===== config.mk =====
export PLATFORM = sky130hd
export DESIGN_NAME = regfile_sb
export DESIGN_NICKNAME = d
export VERILOG_FILES = /design/src/rtl/regfile_sb.sv
export SDC_FILE = /design/constraint.sdc
export NUM_CORES = 2
export LEC_CHECK = 0
export ABC_AREA = 0
export BUFFER_PORTS_ARGS = -buffer_cell sky130_fd_sc_hd__buf_2
export CORE_UTILIZATION = 35
export DETAILED_ROUTE_END_ITERATION = 8
export PLACE_DENSITY = 0.58
export SLEW_MARGIN = 25
export SYNTH_ARGS = -nofsm -noshare
export SYNTH_HDL_FRONTEND = slang
export SYNTH_SLANG_ARGS = --single-unit

===== constraint.sdc =====
create_clock -name clk -period 3.6 [get_ports clk]
set_input_delay 0.36 -clock clk [delete_from_list [all_inputs] [get_ports clk]]
set_output_delay 0.36 -clock clk [all_outputs]
set_load 0.005 [all_outputs]

===== src/rtl/regfile_sb.sv =====
// Integer register file with a per-register busy scoreboard: combinational reads with
// write-back bypass, two write-back ports, issue tracking and a zero-latency stall request.
module regfile_sb #(
    parameter int unsigned XLEN  = 32,
    parameter int unsigned NREGS = 32,
    parameter int unsigned NRD   = 2,
    localparam int unsigned AW   = $clog2(NREGS)
) (
    input  logic                clk,
    input  logic                rest,
    input  logic [NRD-1:0]      rd_en_i,
    input  logic [NRD*AW-1:0]   rd_addr_i,
    output logic [NRD*XLEN-1:0] rd_data_o,
    output logic [NRD-1:0]      rd_busy_o,
    input  logic                wb0_we_i,
    input  logic [AW-1:0]       wb0_addr_i,
    input  logic [XLEN-1:0]     wb0_data_i,
    input  logic                wb1_we_i,
    input  logic [AW-1:0]       wb1_addr_i,
    input  logic [XLEN-1:0]     wb1_data_i,
    input  logic                iss_we_i,
    input  logic [AW-1:0]       iss_addr_i,
    output logic                hazard_o
);

    logic [XLEN-1:0]  regs [NREGS];
    logic [NREGS-1:0] busy;

    logic             wr0;
    logic             wr1;
    logic [AW-1:0]    raddr [NRD];
    logic [NRD-1:0]   hit0;
    logic [NRD-1:0]   hit1;
    logic             iss_ok;
    logic             iss_clr;
    logic             iss_set;

    // Writes to x0 are dropped here so x0 is never written, bypassed or cleared.
    always_comb begin
        wr0 = wb0_we_i && (wb0_addr_i != '0);
        wr1 = wb1_we_i && (wb1_addr_i != '0);
    end

    // Unpack read addresses and find same-cycle write-back matches per port.
    always_comb begin
        hit0 = '0;
        hit1 = '0;
        for (int k = 0; k < NRD; k++) begin
            raddr[k] = rd_addr_i[k*AW +: AW];
            hit0[k]  = wr0 && (wb0_addr_i == raddr[k]);
            hit1[k]  = wr1 && (wb1_addr_i == raddr[k]);
        end
    end

    // Read ports: port 1 bypass has priority over port 0, then stored value.
    always_comb begin
        rd_data_o = '0;
        rd_busy_o = '0;
        for (int k = 0; k < NRD; k++) begin
            if (rest && rd_en_i[k] && (raddr[k] != '0)) begin
                if (hit1[k]) begin
                    rd_data_o[k*XLEN +: XLEN] = wb1_data_i;
                end else if (hit0[k]) begin
                    rd_data_o[k*XLEN +: XLEN] = wb0_data_i;
                end else begin
                    rd_data_o[k*XLEN +: XLEN] = regs[raddr[k]];
                end
                rd_busy_o[k] = busy[raddr[k]] && !hit0[k] && !hit1[k];
            end
        end
    end

    // Stall on any pending source, or on a WAW against a destination not retiring this cycle.
    always_comb begin
        iss_ok   = iss_we_i && (iss_addr_i != '0);
        iss_clr  = (wr0 && (wb0_addr_i == iss_addr_i)) || (wr1 && (wb1_addr_i == iss_addr_i));
        hazard_o = rest && ((|rd_busy_o) || (iss_ok && busy[iss_addr_i] && !iss_clr));
        iss_set  = rest && iss_ok && !hazard_o;
    end

    // Later assignments win: wb1 data over wb0, and a new issue over a write-back clear.
    always_ff @(posedge clk or negedge rest) begin
        if (!rest) begin
            for (int r = 0; r < int'(NREGS); r++) begin
                regs[r] <= '0;
            end
            busy <= '0;
        end else begin
            if (wr0) begin
                regs[wb0_addr_i] <= wb0_data_i;
                busy[wb0_addr_i] <= 1'b0;
            end
            if (wr1) begin
                regs[wb1_addr_i] <= wb1_data_i;
                busy[wb1_addr_i] <= 1'b0;
            end
            if (iss_set) begin
                busy[iss_addr_i] <= 1'b1;
            end
        end
    end

endmodule


; After elaboration in Yosys (flattened, before gate mapping)
; Index checks and enable logic that the tools add are counted.
[totals]
elab_cells = 140
reg_bits = 1056
[op_classes]
n_bitwise = 9
n_eq_ne = 6
muxes = 37
n_lt_le_gt_ge = 14
n_reduce_logical = 41
[ops]
columns = op, count
row1 = bitwise mux 1024 bit, 2
row2 = two-way mux 1024 bit, 2
row3 = two-way mux 32 bit, 15
row4 = binary-select mux 32 bit (select 5 bit), 2
row5 = demux 32 bit (select 5 bit), 2
row6 = bitwise AND 32 bit, 2
row7 = NOT 32 bit, 2
row8 = OR 32 bit, 1
row9 = == test 5 bit, 6
row10 = "less-than comparator 5 x 6 -> 1 bit, second input constant", 5
row11 = logical AND 1 bit, 27
row12 = nonzero test 5 bit, 5
row13 = ">= comparator 6 bit, second input constant", 4
row14 = NOT 5 -> 6 bit, 4
row15 = binary-select mux 1 bit (select 5 bit), 3
row16 = demux 1 bit (select 5 bit), 3
row17 = ">= comparator 5 x 1 -> 1 bit, second input constant", 3
row18 = "less-than comparator 6 x 1 -> 1 bit, second input constant", 2
row19 = two-way mux 1 bit, 8
row20 = zero test 1 bit, 6
row21 = logical OR 1 bit, 2
row22 = OR reduction 2 bit, 1

; Depth between registers and ports, before layout
[logic_depth]
word_depth = 13
depth_mapped = 10
ltp_nobuf = 6

; Least setup slack after synthesis
; OpenSTA, ideal clock, no wires.
[synth_path]
kind = input -> output
start = in wb1_addr_i[2]
end = out hazard_o
required_time_ns = 3.240
n_path_buf = 3
slack_ns = 0.712
arrival_ns = 2.528
path_stages = 9
path_cell_list = buf_2 or3_1 or3_4 and4_4 or4_1 buf_2 o22ai_4 buf_6 o21a_1
[synth_between]
elab_chain_cells = 9
elab_cells_between_ends = 20
[synth_rtl]
columns = element, line
row1 = "start, declared", 19  ; input logic [AW-1:0] wb1_addr_i,
row2 = nonzero test 5 bit, 41  ; wr1 = wb1_we_i && (wb1_addr_i != '0);
row3 = logical AND 1 bit, 41
row4 = logical AND 1 bit, 51  ; hit1[k] = wr1 && (wb1_addr_i == raddr[k]);
row5 = zero test 1 bit, 68  ; rd_busy_o[k] = busy[raddr[k]] && !hit0[k] && !hit1[k];
row6 = logical AND 1 bit, 68
row7 = two-way mux 1 bit, 60  ; if (rest && rd_en_i[k] && (raddr[k] != '0)) begin
row8 = OR reduction 2 bit, 77  ; hazard_o = rest && ((|rd_busy_o) || (iss_ok && busy[iss_addr_i] && !iss_clr));
row9 = logical OR 1 bit (*), 77
row10 = logical AND 1 bit (*), 77
row11 = "end, declared", 23  ; output logic hazard_o
; Mark *: on every way between the ends. The rest lies on a longest branch, timed or not.

; Worst setup path in the final report
[layout_path]
start = in rd_addr_i[0]
end = out rd_data_o[5]
[layout_between]
elab_chain_cells = 7
elab_cells_between_ends = 13
[layout_rtl]
columns = element, line
row1 = "start, declared", 12  ; input logic [NRD*AW-1:0] rd_addr_i,
row2 = NOT 5 -> 6 bit (not written as such), 66  ; rd_data_o[k*XLEN +: XLEN] = regs[raddr[k]];
row3 = binary-select mux 32 bit (select 5 bit), 66
row4 = two-way mux 32 bit (not written as such) (2 in a row), 66
row5 = two-way mux 32 bit, 63  ; end else if (hit0[k]) begin
row6 = two-way mux 32 bit, 61  ; if (hit1[k]) begin
row7 = two-way mux 32 bit (*), 60
row8 = "end, declared", 13  ; output logic [NRD*XLEN-1:0] rd_data_o,
; Mark *: on every way between the ends. The rest lies on a longest branch, timed or not. The select of a mux whose other input is x is not followed.

==> results.py <==
metrics = {
    "sta": {
        "clock.fmax_mhz": 275,
        "setup_violations": 1,
        "clock_skew_ps": 9.98,
        "rsz0062_at_grt": "no",
        "hold_slack_ps": 67.7,
        "fin_ws_ps": -37.1,
        "fin_crit_ps": 3640,
        "final-hold-violation-count": 0,
        "worst_slew_margin_rel_pct": 22.3,
        "worstMarginPinSlew_ps": 1170,
        "fin_tns_setup_ps": -37.1,
        "drv_slew": 0,
        "fin_crit_sh_pct": 101,
    },
    "clock_tree": {
        "post-cts-setup-buffers": 0,
        "clockRootBuffer": "clkbuf_16",
        "clk_pin_slew_ps": 60,
        "htreeDepth": 3,
        "numCtsBuffers": 113,
        "cts_tree": "built",
        "clock-sinks": 1056,
        "clk-insertion-delay-late_ps": 740,
        "cts_buffer_depth": 3,
    },
    "place": {
        "dpl.hpwl_um": 175000,
        "port_buffers": 162,
        "routabilityCongestion": 0.917,
        "preCtsSetupSlack_ps": -32.7,
    },
    "worst_setup_path": {
        "r2r_cells": 8,
        "crit_arrival_ps": 3280,
        "worstPathRequired_ps": 3240,
        "cp-end-kind": "output port",
        "crit_type": "input pin to output port",
        "critPathMaxFanout": 31,
        "reg2reg_slack_ps": 1260,
        "reg2reg_from": "busy[12]",
        "startpoint_type": "input pin",
        "r2r-end": "busy[25]",
    },
    "global_routing": {
        "grt_pass1_vias": 56506,
        "grtUsageTotal_pct": 29.6,
        "grt.overflow.total": 0,
        "grt_max_degree": 158,
        "antenna_found_initial": 18,
        "grt_pass1_wl_um": 417000,
    },
    "synth": {
        "synth.distinct_cells": 49,
        "synth-seq-cells": 1056,
        "yosysWarnings": 0,
        "syn_area_per_cell_um2": 9.66,
        "synth_edf_count": 0,
        "syn_inst": 6971,
        "yosysTopAreaCell": "dfrtp_1",
        "syn_nets": 7067,
        "netlist.area_leader.share_pct": 39.2,
        "synth_async_sr_flop_share_pct": 100,
        "synth_area_mm2": 0.0673,
        "seq_area_frac_synth_pct": 39.2,
        "synth.area.top_cells": "dfrtp_1, mux2i_1, mux4_2",
        "synth_flop_cell": "dfrtp_1",
    },
    "pwr": {
        "power_density_mw_per_mm2": 537,
        "p_leak_nw": 34.0,
        "ir_drop_mv": 0.364,
    },
    "detailed_routing": {
        "wirelength_um": 295000,
        "postRouteAntennaNets": 0,
        "wl_per_cell_um": 31.7,
        "drtPass1Iterations": 9,
        "vias_per_cell": 6.32,
        "first_iter_violations": 7552,
        "num_vias": 58846,
        "drc": 0,
    },
    "cells_and_area": {
        "fin_nets": 6788,
        "syn_to_final_growth_pct": 12.7,
        "layout_common_cells": "mux2i_1, a21oi_1, dfrtp_1",
        "drive_gt1_share_pct": 15.3,
        "final_common_cell": "mux2i_1",
    },
    "outcome": {
        "violations": "setup timing",
        "status": "finished with violations",
    },
    "floorplanning": {
        "die_y_um": 441,
        "initial_core_util_pct": 35.3,
        "ios": 163,
        "die_x_um": 441,
        "row_count": 160,
        "core_area_mm2": 0.191,
        "dieArea_mm2": 0.194,
    },
    "worst_hold_path": {
        "hold_class": "input pin to async pin",
    },
    "job": {
        "cap_violations": 0,
    },
}
==> worst max-delay path by stage <==
| stage | start | end | depth (start not counted) | slack [ps] |
|---|---|---|---|---|
| 2_1_floorplan | wb1_addr_i[2] | hazard_o | 9 | 710 |
| 3_5_place_dp | rd_addr_i[0] | rd_data_o[12] | 10 | -30 |
| 4_1_cts | rd_addr_i[0] | rd_data_o[5] | 10 | 40 |
| 3_3_place_gp | rd_addr_i[0] | rd_data_o[12] | 10 | 5 |
| 5_1_grt | rd_addr_i[0] | rd_data_o[6] | 11 | 6 |
| 6_report | rd_addr_i[0] | rd_data_o[5] | 10 | -40 |
==> cells in the mapped netlist (11+ instances only) <==
cell type	number
mux2_2	28
xor2_1	30
o22ai_1	128
nand3_1	25
o221ai_1	256
nor2b_1	17
nor2_1	891
dfrtp_1	1056
buf_2	91
buf_1	121
clkbuf_1	662
nand4_1	38
a21oi_1	1063
a22oi_1	68
nand2b_1	11
mux2i_1	1438
o21ai_0	316
mux4_2	268
nand2_1	303
nor3_1	79
==> cell families after synthesis <==
kind of cell	share of synthesized area, %
AND/OR/NAND/NOR	8.62
multiplexers	30.8
XOR/XNOR	0.390
AO/OA/AOI/OAI	15.8
flip-flops	39.2
buffers and inverters	5.12
==> repair_timing <==
item                                    CTS  global route
hold buffers                              2             0
hold endpoints to repair                158             0
pin swaps                                 0             0
endpoints found under the setup margin    1             1
gates resized for setup                   1             1
==> per-layer routing <==
layer | routed length (um) | share of wire [%] | vias up | global-route usage (%)
li1 | - | - | 24990 | -
met1 | 108000 | 36 | 29123 | 35.4
met2 | 134000 | 45 | 3613 | 46.8
met3 | 28300 | 9.6 | 1108 | 6.48
met4 | 24800 | 8.4 | 12 | 21.8
met5 | 75 | 0.025 | - | 0
==> power breakdown <==
part	switching (W)	internal [W]	total [W]	leakage, nW
Combinational	0.00532	0.00520	0.0105	19.4
Clock	0.00532	0.00739	0.0127	1.92
Sequential	0.00258	0.0150	0.0175	12.8
==> critical path, cell delays in order <==
cell and delay (ps):
buf_8 380, buf_12 320, buf_4 200, mux4_2 510, o22ai_1 170, nor3_1 120, a21oi_1 690, o21ai_0 180
buf_4 170, buf_2 120
==> layout make-up <==
| class | instances | area (um^2) |
|---|---|---|
| Tap cell | 2511 | 3140 |
| Timing Repair Buffer | 484 | 4370 |
| Multi-Input combinational cell | 5034 | 38000 |
| Inverter | 3 | 16.3 |
| Sequential cell | 1056 | 26400 |
| Fill cell | 18515 | 115000 |
| Antenna cell | 6 | 15.0 |
| Clock buffer | 169 | 3300 |
| Clock inverter | 41 | 617 |
==> per-stage QoR <==
step | utilization [%] | cells | total power [W] | instance area (um^2)
5_1_grt | 39.8 | 9299 | 0.0425 | 75900
3_5_place_dp | 37.7 | 9085 | 0.0280 | 71900
2_1_floorplan | - | 6971 | 0.0244 | 67300
3_3_place_gp | 37.7 | 9084 | 0.0275 | 71900
4_1_cts | 39.8 | 9297 | 0.0405 | 75800
6_report | 39.8 | 9304 | 0.0408 | 75900
==> registers in the layout, indices dropped and copies added, names as in the netlist <==
name and flops:
regs 1024, busy 32
Power figures use the tool's default switching activity.
